### src/rtl/subtractor_pkg.sv
// Shared constants for the registered 4-bit subtractor.
// Optional SUB_OVF_EN adds the signed overflow output.
package subtractor_pkg;

  localparam int SUB_WIDTH = 4;

  localparam logic [SUB_WIDTH-1:0] DIFF_RST = 4'h0;
  localparam logic                 COUT_RST = 1'b0;

endpackage

### src/rtl/subtractor_4bit_full_subtractor.sv
// Single-bit full subtractor cell: d = x - y - bin.
// Chained through bin/bout to form the ripple borrow path.
module full_subtractor (
  input  logic x,
  input  logic y,
  input  logic bin,
  output logic d,
  output logic bout
);

  assign d    = x ^ y ^ bin;
  assign bout = (~x & y) | (~(x ^ y) & bin);

endmodule

### src/rtl/subtractor_4bit.sv
// Registered 4-bit unsigned subtractor with ripple borrow chain.
// Define SUB_OVF_EN to add the registered signed overflow flag.
module subtractor_4bit
  import subtractor_pkg::*;
(
  input  logic                 clk,
  input  logic                 rst,
  input  logic                 in_valid,
  input  logic [SUB_WIDTH-1:0] a,
  input  logic [SUB_WIDTH-1:0] b,
  output logic [SUB_WIDTH-1:0] diff,
  output logic                 cout,
`ifdef SUB_OVF_EN
  output logic                 ovf,
`endif
  output logic                 out_valid
);

  logic [SUB_WIDTH:0]   borrow;
  logic [SUB_WIDTH-1:0] diff_next;
  logic                 cout_next;

  assign borrow[0] = 1'b0;

  for (genvar i = 0; i < SUB_WIDTH; i++) begin : g_cell
    full_subtractor u_fs (
      .x    (a[i]),
      .y    (b[i]),
      .bin  (borrow[i]),
      .d    (diff_next[i]),
      .bout (borrow[i+1])
    );
  end

  // No borrow out of the MSB means a >= b.
  assign cout_next = ~borrow[SUB_WIDTH];

  always_ff @(posedge clk) begin
    if (rst) begin
      diff      <= DIFF_RST;
      cout      <= COUT_RST;
      out_valid <= 1'b0;
    end else begin
      out_valid <= in_valid;
      if (in_valid) begin
        diff <= diff_next;
        cout <= cout_next;
      end
    end
  end

`ifdef SUB_OVF_EN
  logic ovf_next;

  assign ovf_next = (a[SUB_WIDTH-1] != b[SUB_WIDTH-1]) &&
                    (diff_next[SUB_WIDTH-1] != a[SUB_WIDTH-1]);

  always_ff @(posedge clk) begin
    if (rst) begin
      ovf <= 1'b0;
    end else if (in_valid) begin
      ovf <= ovf_next;
    end
  end
`endif

endmodule

### config.mk
export PLATFORM = sky130hd
export DESIGN_NAME = subtractor_4bit
export DESIGN_NICKNAME = d
export VERILOG_FILES = /design/src/rtl/subtractor_pkg.sv /design/src/rtl/subtractor_4bit_full_subtractor.sv /design/src/rtl/subtractor_4bit.sv
export SDC_FILE = /design/constraint.sdc
export NUM_CORES = 1
export LEC_CHECK = 0
export ABC_CLOCK_PERIOD_IN_PS = 2230
export CAP_MARGIN = 10
export CORE_AREA = 5 5 42 44
export DETAILED_ROUTE_END_ITERATION = 8
export DIE_AREA = 0 0 47 49
export HOLD_SLACK_MARGIN = 0.15
export SLEW_MARGIN = 20
export SYNTH_ARGS = -nofsm -noshare
export SYNTH_HDL_FRONTEND = slang
export SYNTH_SLANG_ARGS = --single-unit
### constraint.sdc
create_clock -name clk -period 2.23 [get_ports clk]
set_input_delay 0.223 -clock clk [delete_from_list [all_inputs] [get_ports clk]]
set_output_delay 0.223 -clock clk [all_outputs]
set_load 0.02 [all_outputs]
==> reports/qor.yml <==
outcome:
  status: "complete, no violations"
yosys:
  yosysWarningCount: 0
  ys_ff_latch: 6
  synth_seq_area_share: 0.419
  avgSynthCellArea_sq_um: 11.0
  synth.top_cell.area_share: 0.419
  synthCells: 26
  synth.area.top_cells: "dfxtp_1, fa_1, a211oi_1, nor2_1, inv_1"
  synth.distinct_cells: 9
  syn-num-nets: 41
  synth_top_cell_by_area: "dfxtp_1"
  syn_area_sq_um: 287
critical_path:
  cp_slowest_stage_delay_ps: 460
  slowest_stage: "fa_1"
  worstPathArrival_ps: 2290
  end_kind: "flip-flop"
  crit_buf_inv: 2
  critPathKind: "in2reg"
  cpMostUsedCell: "fa_1"
  cp.required_ps: 2390
  crit_chain: "clkdlybuf4s50_1, inv_1, ha_1, fa_1, fa_2, fa_1, a211oi_2"
  crit_path_start_kind: "input port"
  crit_fanout: 1
  r2r_setup_slack_ps: 1560
  crit_family: "adder cells"
global_route:
  grt_max_degree: 12
  grt_usage: 0.0567
  grt_pass1_wl_um: 890
  antenna_found_initial: 0
  grt-ovfl-total: 0
  grt_pass1_vias: 250
cells_and_area:
  design_area_sq_um: 485
  n_antenna_cell: 0
  area_growth_pct: 69.4
  final.fill_count: 156
  drive_above_1_share: 0.136
  layout_common_cells: "clkdlybuf4s50_1, dfxtp_1, nor2_1, inv_1"
  nets: 61
  layout_commonest_cell: "clkdlybuf4s50_1"
clocking:
  clockBufferDepth: 2
  insertion_delay_ps: 240
  ctsHoldBuffers: 0
  cts_made_buffers: 3
  cts_tree: "done"
  htreeDepth: 1
  cts.sinks: 6
  clk_pin_slew_worst_paths_ps: 50
  cts_root_buffer: "clkbuf_4"
place:
  dp_hpwl_um: 469
  place.gp.congestion: 0.666
  placed_area_sq_um: 455
  post-place-ws_ps: -191
  port_buffers: 16
flow_run:
  maxCapViolations: 0
die:
  core-area_sq_um: 1400
  die_w_um: 47
  num_rows: 14
  start_util: 0.204
  die_area_sq_um: 2300
  dieHeight_um: 49
  pin_count: 17
sta:
  slew-limit-headroom: 0.731
  fmax_ghz: 0.469
  final.period_utilization: 0.956
  setup_viol: 0
  worst_slew_pin_slew_ps: 402
  fin_crit_ps: 2130
  hold_viol_final: 0
  drv_slew: 0
  fin_ws_ps: 97.0
  finClkSkew_ps: 0
detailed_routing:
  first_iter_violations: 1
  vias_per_cell: 3.85
  wire_per_inst_um: 10.1
  ant_nets: 0
  drt_pre_antenna_iters: 2
  drc_errors: 0
  routed_wl_um: 605
  vias: 231
hold_path:
  worstHoldPathType: "reg2reg"
power_and_ir_drop:
  peakVddDrop_v: 0.000215
  cellPowerDensity_nw_per_um2: 614
  leakage_nw: 0.195
[per-stage QoR]
step                      TNS (ps)  power, W  std cells   util  hold slack, ps
after floorplan                  0  0.000158         26      -             288
after global placement        -306  0.000196         57  0.325             469
after detailed placement      -350  0.000197         57  0.325             470
after CTS                        0  0.000301         60  0.341             480
after global routing         -11.2  0.000313         60  0.346             488
final                            0  0.000298         60  0.346             477
[state kept, by name (all words and copies together) (netlist names)]
signal,flops
diff,4
cout,1
out_valid,1
[per-layer routing]
layer	wire, um	track usage	up-vias
met4	0	0.0415	0
met2	265	0.0701	11
met3	69	0.0332	0
met5	0	0	-
met1	270	0.0694	99
li1	-	-	121
[power breakdown]
part | switching, W | total (W) | leakage (nW) | internal (W)
clock | 0.0000392 | 0.000100 | 0.0138 | 0.0000609
sequential | 0.00000393 | 0.000121 | 0.0499 | 0.000117
combinational | 0.0000343 | 0.0000773 | 0.131 | 0.0000430
[cell usage after synthesis]
master	number
a211oi_1	4
nor2_1	5
nor2b_1	1
ha_1	1
fa_1	3
inv_1	4
buf_6	1
dfxtp_1	6
a211oi_2	1
[layout make-up]
cell class	count	area, sq um	area share
multi-input combinational	15	148	0.304
timing repair buffer	16	160	0.330
sequential	6	120	0.247
clock buffer	3	22.5	0.0464
inverter	4	15.0	0.0309
tap	16	20.0	0.0412
[timing repair]
item	4_1_cts	5_1_grt
setup buffers	0	0
setup endpoints to repair	0	1
hold endpoints to repair	0	0
resized for setup	0	2
[logic make-up after synthesis]
| kind of cell | count (synthesis) | synth area share |
|---|---|---|
| AOI/OAI and AO/OA | 5 | 0.148 |
| buffers and inverters | 5 | 0.0917 |
| adders and majority gates | 4 | 0.253 |
| DFF | 6 | 0.419 |
| and+or+nand+nor | 6 | 0.0874 |
[final timing paths]
| path | start | endpoint | cells after the start |
|---|---|---|---|
| max | a[0] | diff[3]$_SDFFE_PP0P_ | 7 |
| min | diff[1]$_SDFFE_PP0P_ | diff[1]$_SDFFE_PP0P_ | 2 |
| max reg2reg | diff[3]$_SDFFE_PP0P_ | diff[3]$_SDFFE_PP0P_ | 2 |
| min reg2reg | diff[1]$_SDFFE_PP0P_ | diff[1]$_SDFFE_PP0P_ | 2 |
[tightest hold or removal path: stages, from the launching register on]
cell and delay, ps:
dfxtp_1 300, nor2_1 80, a211oi_1 50
(Power assumes the default switching activity.)
